File: config.mk
export PLATFORM = sky130hd
export DESIGN_NAME = uart_frame_unpacker
export DESIGN_NICKNAME = d
export VERILOG_FILES = /design/src/rtl/uart_frame_unpacker.sv
export SDC_FILE = /design/constraint.sdc
export NUM_CORES = 1
export LEC_CHECK = 0
export ABC_AREA = 1
export ABC_CLOCK_PERIOD_IN_PS = 3010
export BUFFER_PORTS_ARGS = -buffer_cell sky130_fd_sc_hd__buf_2
export CAP_MARGIN = 30
export CORE_UTILIZATION = 60
export DETAILED_ROUTE_END_ITERATION = 10
export GPL_ROUTABILITY_DRIVEN = 1
export PLACE_DENSITY = 0.79
export SLEW_MARGIN = 20
export SYNTH_ARGS = -nofsm -noshare
export SYNTH_HDL_FRONTEND = slang
export SYNTH_SLANG_ARGS = --single-unit
export TNS_END_PERCENT = 1
File: constraint.sdc
create_clock -name sysclk -period 3.01 [get_ports sysclk]
set_clock_uncertainty 0.15 [all_clocks]
set_input_delay 0.602 -clock sysclk [delete_from_list [all_inputs] [get_ports sysclk]]
set_output_delay 0.602 -clock sysclk [all_outputs]
set_load 0.01 [all_outputs]
File: src/rtl/uart_frame_unpacker.sv
// ---------------------------------------------------------------------------
// uart_frame_unpacker
//   Receive end of the ADC sample link. Deserialises an 8N1 UART stream,
//   pairs bytes into 12-bit samples (low byte first, then {4'b0, hi nibble})
//   and presents them one at a time with sample_valid. A frame is SAMPLES
//   samples (2*SAMPLES bytes). An inter-byte timeout and framing/format
//   checks resynchronise the assembler to the start of a frame.
//
// Ports
//   sysclk        system clock, all logic on rising edge
//   rst           synchronous active-high reset
//   enable        receive enable; low idles the receiver, drops partial frame
//   rx            asynchronous serial input, idle high
//   sample_data   reassembled sample, held between strobes
//   sample_valid  one-cycle strobe for sample_data / sample_idx
//   sample_idx    sample position in frame, 0..SAMPLES-1
//   frame_done    one-cycle pulse alongside the last sample of a frame
//   frame_err     one-cycle pulse, partial frame discarded
//   busy          byte or partial frame in progress
// ---------------------------------------------------------------------------
module uart_frame_unpacker #(
    parameter int CLK_HZ       = 50000000,
    parameter int BAUD         = 115200,
    parameter int SAMPLES      = 32,
    parameter int TIMEOUT_BITS = 20
) (
    input  logic        sysclk,
    input  logic        rst,
    input  logic        enable,
    input  logic        rx,
    output logic [11:0] sample_data,
    output logic        sample_valid,
    output logic [4:0]  sample_idx,
    output logic        frame_done,
    output logic        frame_err,
    output logic        busy
);

    localparam int CPB     = CLK_HZ / BAUD;
    localparam int HALF    = CPB / 2;
    localparam int TO_CLKS = TIMEOUT_BITS * CPB;
    localparam int CW      = $clog2(CPB + 1);
    localparam int TW      = $clog2(TO_CLKS + 1);

    localparam logic [CW-1:0] CPB_M1  = CW'(CPB - 1);
    localparam logic [CW-1:0] HALF_M1 = CW'(HALF - 1);
    localparam logic [TW-1:0] TO_M1   = TW'(TO_CLKS - 1);
    localparam logic [4:0]    IDX_MAX = 5'(SAMPLES - 1);

    typedef enum logic [2:0] {
        S_IDLE,
        S_START,
        S_DATA,
        S_STOP,
        S_BREAK
    } rx_state_t;

    rx_state_t       state;
    logic            rx_meta, rx_sync;
    logic [CW-1:0]   clk_cnt;
    logic [2:0]      bit_cnt;
    logic [7:0]      shreg;
    logic [7:0]      rx_byte;
    // [0]: stop bit accepted, [1]: byte strobe into the assembler
    logic [1:0]      vld_pipe;

    logic            phase_hi;
    logic [4:0]      idx;
    logic [7:0]      lo_byte;
    logic [TW-1:0]   to_cnt;

    logic            mid_frame;
    logic            stop_fail;
    logic            to_run;
    logic            to_fire;

    always_comb begin
        mid_frame = phase_hi | (idx != 5'd0);
        stop_fail = (state == S_STOP) && (clk_cnt == CPB_M1) && !rx_sync;
        // a low rx in IDLE is a start-bit detection and restarts the count
        to_run    = (state == S_IDLE) && mid_frame && rx_sync;
        to_fire   = to_run && (to_cnt == TO_M1);
    end

    // Bytes still in vld_pipe count as busy so busy does not dip between
    // the stop bit and the assembler update.
    assign busy = (state != S_IDLE) || mid_frame || (vld_pipe != 2'b00);

    always_ff @(posedge sysclk) begin
        if (rst) begin
            rx_meta      <= 1'b1;
            rx_sync      <= 1'b1;
            state        <= S_IDLE;
            clk_cnt      <= '0;
            bit_cnt      <= '0;
            shreg        <= '0;
            rx_byte      <= '0;
            vld_pipe     <= '0;
            phase_hi     <= 1'b0;
            idx          <= '0;
            lo_byte      <= '0;
            to_cnt       <= '0;
            sample_data  <= '0;
            sample_valid <= 1'b0;
            sample_idx   <= '0;
            frame_done   <= 1'b0;
            frame_err    <= 1'b0;
        end else begin
            rx_meta      <= rx;
            rx_sync      <= rx_meta;
            sample_valid <= 1'b0;
            frame_done   <= 1'b0;
            frame_err    <= 1'b0;
            vld_pipe     <= {vld_pipe[0], 1'b0};

            if (!enable) begin
                state    <= S_IDLE;
                clk_cnt  <= '0;
                bit_cnt  <= '0;
                vld_pipe <= '0;
                phase_hi <= 1'b0;
                idx      <= '0;
                to_cnt   <= '0;
            end else begin
                // ---------------- receiver ----------------
                case (state)
                    S_IDLE: begin
                        if (!rx_sync) begin
                            state   <= S_START;
                            clk_cnt <= '0;
                            bit_cnt <= '0;
                        end
                    end
                    S_START: begin
                        if (clk_cnt == HALF_M1) begin
                            clk_cnt <= '0;
                            // still low at mid-bit: real start, else glitch
                            state   <= rx_sync ? S_IDLE : S_DATA;
                        end else begin
                            clk_cnt <= clk_cnt + 1'b1;
                        end
                    end
                    S_DATA: begin
                        if (clk_cnt == CPB_M1) begin
                            clk_cnt <= '0;
                            shreg   <= {rx_sync, shreg[7:1]};
                            bit_cnt <= bit_cnt + 1'b1;
                            if (bit_cnt == 3'd7)
                                state <= S_STOP;
                        end else begin
                            clk_cnt <= clk_cnt + 1'b1;
                        end
                    end
                    S_STOP: begin
                        if (clk_cnt == CPB_M1) begin
                            clk_cnt <= '0;
                            if (rx_sync) begin
                                rx_byte     <= shreg;
                                vld_pipe[0] <= 1'b1;
                                state       <= S_IDLE;
                            end else begin
                                state <= S_BREAK;
                            end
                        end else begin
                            clk_cnt <= clk_cnt + 1'b1;
                        end
                    end
                    S_BREAK: begin
                        if (rx_sync)
                            state <= S_IDLE;
                    end
                    default: state <= S_IDLE;
                endcase

                // ---------------- timeout ----------------
                if (to_run && !to_fire)
                    to_cnt <= to_cnt + 1'b1;
                else
                    to_cnt <= '0;

                // ---------------- assembler ----------------
                if (stop_fail || to_fire) begin
                    frame_err <= 1'b1;
                    phase_hi  <= 1'b0;
                    idx       <= '0;
                end else if (vld_pipe[1]) begin
                    if (!phase_hi) begin
                        lo_byte  <= rx_byte;
                        phase_hi <= 1'b1;
                    end else if (rx_byte[7:4] != 4'h0) begin
                        // malformed high byte: drop the sample and resync
                        frame_err <= 1'b1;
                        phase_hi  <= 1'b0;
                        idx       <= '0;
                    end else begin
                        sample_data  <= {rx_byte[3:0], lo_byte};
                        sample_valid <= 1'b1;
                        sample_idx   <= idx;
                        phase_hi     <= 1'b0;
                        if (idx == IDX_MAX) begin
                            frame_done <= 1'b1;
                            idx        <= '0;
                        end else begin
                            idx <= idx + 1'b1;
                        end
                    end
                end
            end
        end
    end

endmodule

==> flow_metrics.tcl, run 1 <==
set metrics [dict create \
    path_class "register to output pin" \
    crit_arrival_ns 1.39 \
    tns_ns 0 \
    worstHoldPathCells 1 \
    cp.required_ns 2.26 \
    chipWidth_um 82 \
    r2r_cells 10 \
    ys.flop_type "dfxtp_1" \
    grt_pass1_vias 2947 \
    cts_setup_buffers 0 \
    power_density_nw_per_um2 480 \
    grtUsageMet1_pct 30.1 \
    yosysWarnings 0 \
    slew_headroom_pct 60.5 \
    holdPathEnd "rx_sync$_SDFF_PP1_" \
    htree_levels 3 \
    worstSetupStartpointType "register" \
    setup_violations 0 \
    r2r_slack_ns 1.14 \
    io-pin-count 25 \
    multi_input_area_um2 1830 \
    slew_viol_final 0 \
    track_usage_pct 23.6 \
    critical_path_buf_inv_count 2 \
    dpl.hpwl_mm 4.94 \
    use_met3_pct 4.56 \
    power_leakage_nw 2.12 \
    cts.sinks 83 \
    nets 596 \
    tightestPinTransition_ns 0.590 \
    insertion_delay_ns 0.34 \
    vias_per_cell 4.99 \
    maxCapViolations 0 \
    min_from "rx_meta$_SDFF_PP1_" \
    gr-usage-met2_pct 38.7 \
    vdd_drop_max_v 0.000305 \
    r2r_end "sample_idx[1]$_SDFFE_PP0P_" \
    crit_fanout 5 \
    cts_hold_buf 0 \
    hold_violations 0 \
    antenna_found_initial 0 \
    netlist_instances 556 \
    grt_max_degree 42 \
    area_growth_pct 8.80 \
    cp_top_family "flip-flops" \
    synth_edf_count 0 \
    critPathSlowestCell "dfxtp_1" \
    seqCellArea_um2 1660 \
    timing.rr.start "to_cnt[0]$_SDFF_PP0_" \
    fin_crit_sh_pct 71.3 \
    fillers 526 \
    drt-total-wl_mm 7.18 \
    synthArstFlopShare_pct 0 \
    path_cells "inv_1 -> ha_1 -> nand2_1 -> nor2_4 -> nand3_1 -> buf_2" \
    grt.busiest_layer "met2" \
    cts-buffers-inserted 9 \
    ant_nets 0 \
    timing.hold.ws_ns 0.273 \
    syn_nets 569 \
    synth_area_um2 3840 \
    grt-ovfl-total 0 \
    die_h_um 82 \
    num_antenna_cells 0 \
    clkSlewWorstSetupHoldPaths_ns 0.08 \
    dr.pass1.iters 4 \
    drcViolationCount 0 \
    die_area_um2 6720 \
    cts_tree "yes" \
    wl_per_cell_um 10.8 \
    place.gp.congestion 0.853 \
    synth.yosys.seq_area_share_pct 43.3 \
    hp-class "register to register" \
    core_um2 6060 \
    vias 3306 \
    final_util_pct 68.9 \
    fmax_mhz 466 \
    initial_core_util_pct 63.4 \
    grt_setup_unrepaired "false" \
    clk_root_buffer_cell "clkbuf_8" \
    post-route-min-period_ns 2.15 \
    syn_area_per_cell_um2 6.91 \
    grt_first_pass_wirelength_mm 12.3 \
    ys_seq_elements 83 \
    ys_types 31 \
    critPathLaunch "idx[0]$_SDFFE_PP0P_" \
    portBuffers 24 \
    slowest_delay_ns 0.41 \
    clock_path_buffers 2 \
    rows 28 \
    drt_iter0_drc 180 \
    worstSetupEndpointType "output pin" \
    status "complete, no violations" \
    drive_above_1_share_pct 11.4 \
    cts-resized-gates 0 \
]
placed cells by master (no fill, tap or decap), types with 2 or more instances in the layout:
cell type and count:
a21oi_1 15, buf_2 24, buf_4 2, clkbuf_8 10, clkinv_2 3, clkinvlp_4 2, dfxtp_1 83, ha_1 9
inv_1 71, inv_2 5, nand2_1 130, nand2_2 3, nand3_1 24, nand3_2 2, nand3_4 2, nand3b_1 2
nand4_1 6, nand4_4 2, nor2_1 141, nor2_4 6, nor3_1 12, o21ai_0 17, o21ai_1 2, or2_2 3
xor2_1 3
where the power goes:
part	internal, mW	switching [mW]
Clock	0.321	0.407
Combinational	0.0441	0.112
Sequential	1.11	0.0124
logic make-up after synthesis:
family	Yosys count	share of synthesized area (%)
compound gates	36	4.79
xor+xnor	4	0.913
fa+ha+maj	9	2.93
buf+inv	86	9.19
flops	83	43.3
simple gates	338	38.9
worst max-delay path by stage:
stage | depth (start not counted) | endpoint
6_report | 6 | busy
5_1_grt | 6 | busy
4_1_cts | 6 | busy
3_5_place_dp | 7 | to_cnt[13]$_SDFF_PP0_
3_3_place_gp | 7 | to_cnt[12]$_SDFF_PP0_
2_1_floorplan | 5 | busy
synth_stat cells, drive strengths merged (4+ instances only):
cell    number  area, µm²
a21oi       15       75.1
nand4        8       80.1
nand2      134        518
nor3        13       70.1
buf          5       48.8
clkbuf       5       18.8
nand3       28        175
ha           9        113
or2          4       25.0
o21ai       19       95.1
dfxtp       83       1660
inv         76        285
nor2       147        597
layout make-up:
class	instances	area share [%]
tap	75	2.25
clock buffer	10	3.29
sequential	83	39.8
inverter	76	6.83
clock inverter	6	0.928
timing repair buffer	26	3.23
multi-input combinational	387	43.7
per-layer routing:
layer	routed length, µm	part of all wire, %	vias up
met5	0	0	-
met4	97	1.4	0
met3	241	3.4	10
met2	3320	46	56
met1	3520	49	1481
li1	-	-	1759
sequential cells by signal, summed over array words and instances, names as in the netlist:
register	flops
sample_valid	1
shreg	8
frame_err	1
sample_idx	5
idx	5
rx_byte	8
sample_data	12
to_cnt	14
frame_done	1
vld_pipe	2
lo_byte	8
rx_meta	1
clk_cnt	9
phase_hi	1
bit_cnt	3
state	3
rx_sync	1
metrics by stage:
stage               power (mW)  setup slack [ns]  instances  area (µm²)
floorplan                 1.26              1.40        556        3840
global placement          1.30             0.896        647        4000
detailed placement        1.30             0.837        647        4000
CTS                       2.01             0.865        663        4180
global route              2.08             0.758        663        4180
finish                    2.00             0.864        663        4180
Power figures use the tool's default switching activity.
==> run 2, diff against run 1 <==
- ABC_CLOCK_PERIOD_IN_PS: 3010 -> 2000
- clock period: 3.01 -> 2 ns (I/O delays scaled with it)
==> flow_metrics.tcl, run 2 (same netlist as run 1, synthesis figures left out) <==
set metrics [dict create \
    worstSetupStartpointType "register" \
    seqPwrFrac_pct 53.1 \
    path_class "register to output pin" \
    ant_nets 0 \
    dr.pass1.iters 4 \
    setup_violations 0 \
    combPwrFrac_pct 7.4 \
    cts_hold_buf 0 \
    largest_register "to_cnt" \
    post-route-min-period_ns 1.95 \
    cts.sinks 83 \
    clk_root_buffer_cell "clkbuf_8" \
    cts_tree "yes" \
    area_growth_pct 9.97 \
    cp.required_ns 1.45 \
    fmax_mhz 512 \
    wl_per_cell_um 10.9 \
    p_clk_share_pct 39.5 \
    rows 28 \
    grt_setup_unrepaired "true" \
    r2r_cells 6 \
    track_usage_pct 22.8 \
    multi_input_area_um2 1840 \
    grt_pass1_vias 2770 \
    largest_reg_flops 14 \
    swShare_pct 25.8 \
    htree_levels 3 \
    core_um2 6060 \
    portBuffers 24 \
    p_int_mw 2.35 \
    die_h_um 82 \
    grt_first_pass_wirelength_mm 11.8 \
    worstSetupEndpointType "output pin" \
    io-pin-count 25 \
    fin_crit_sh_pct 97.7 \
    crit_arrival_ns 1.40 \
    nets 597 \
    worstHoldPathCells 2 \
    vdd_drop_max_v 0.000539 \
    place.gp.congestion 0.920 \
    vias_per_cell 4.97 \
    drt_iter0_drc 182 \
    tightestPinTransition_ns 0.403 \
    slowest_delay_ns 0.35 \
    status "complete, no violations" \
    clock_path_buffers 2 \
    chipWidth_um 82 \
    hold_violations 0 \
    cts-resized-gates 0 \
    crit_fanout 6 \
    final_util_pct 69.7 \
    grt_max_degree 42 \
    slew_viol_final 0 \
    cts-buffers-inserted 9 \
    drt-total-wl_mm 7.25 \
    p_total_mw 3.17 \
    fillers 514 \
    clkSlewWorstSetupHoldPaths_ns 0.08 \
    maxCapViolations 0 \
    path_cells "or2_1 -> nor2_4 -> nand3_1 -> buf_2" \
    antenna_found_initial 0 \
    dpl.hpwl_mm 4.82 \
    timing.hold.ws_ns 0.0722 \
    power_switching_uw 818 \
    num_antenna_cells 0 \
    final_common_cell "nor2_1" \
    insertion_delay_ns 0.36 \
    reg_top3 "to_cnt x14, sample_data x12, clk_cnt x9" \
    cts_setup_buffers 0 \
    seqCellArea_um2 1660 \
    hp-class "input pin to register" \
    critPathSlowestCell "dfxtp_2" \
    grt-ovfl-total 0 \
    initial_core_util_pct 63.4 \
    drive_above_1_share_pct 11.9 \
    power_leakage_nw 2.13 \
    vias 3297 \
    slew_headroom_pct 73.1 \
    die_area_um2 6720 \
    final_cell_mix "141 x nor2_1, 130 x nand2_1, 81 x dfxtp_1" \
    drcViolationCount 0 \
    power_density_nw_per_um2 751 \
]
[run 2: cell types whose count changed in the layout (fill, tap and decap cells not counted), sizes merged]
cell,change
clkinv,-2
bufinv,+1
inv,+1
nand3,+1
[run 2: layout make-up]
class / instances / share of cell area (%)
Timing Repair Buffer: 26 / 3.20
Sequential cell: 83 / 39.4
Inverter: 76 / 6.76
Clock inverter: 6 / 1.69
Clock buffer: 10 / 3.26
Multi-Input combinational cell: 388 / 43.5
Tap cell: 75 / 2.22
[run 2: layer usage]
metal / vias up / track usage (%) / wire [µm]
li1: 1769 / - / -
met1: 1455 / 30.6 / 3610
met2: 64 / 35.7 / 3250
met3: 9 / 5.33 / 312
met4: 0 / 7.89 / 80
met5: - / 0 / 0
[run 2: through the flow]
step                instances  setup WS [ns]  TNS, ns  cell area, µm²
global placement          647          0.194        0            4000
finish                    664         0.0464        0            4220
global route              664        -0.0131  -0.0202            4220
floorplan                 556          0.411        0            3840
detailed placement        647          0.172        0            4000
CTS                       663         0.0301        0            4210
[run 2: final timing paths]
path | start | to | slack, ns
setup / recovery | idx[2]$_SDFFE_PP0P_ | busy | 0.05
hold / removal | rx | rx_meta$_SDFF_PP1_ | 0.07
setup reg to reg | rx_byte[5]$_SDFFE_PP0P_ | sample_data[3]$_SDFFE_PP0P_ | 0.14
hold reg to reg | rx_meta$_SDFF_PP1_ | rx_sync$_SDFF_PP1_ | 0.27
[run 2: worst max-delay path, delay by kind of cell, from the launching register on]
| family | cells | cell delay, ns |
|---|---|---|
| buffers and inverters | 1 | 0.15 |
| flip-flops | 1 | 0.35 |
| AND/OR/NAND/NOR | 3 | 0.54 |
[run 2: power by group through the flow]
stage,registers [mW],logic [mW],clock network [mW]
after floorplan,1.72,0.175,0
after detailed placement,1.72,0.231,0
after CTS,1.69,0.233,1.27
after global routing,1.69,0.265,1.35
final,1.69,0.234,1.25
after global placement,1.72,0.229,0
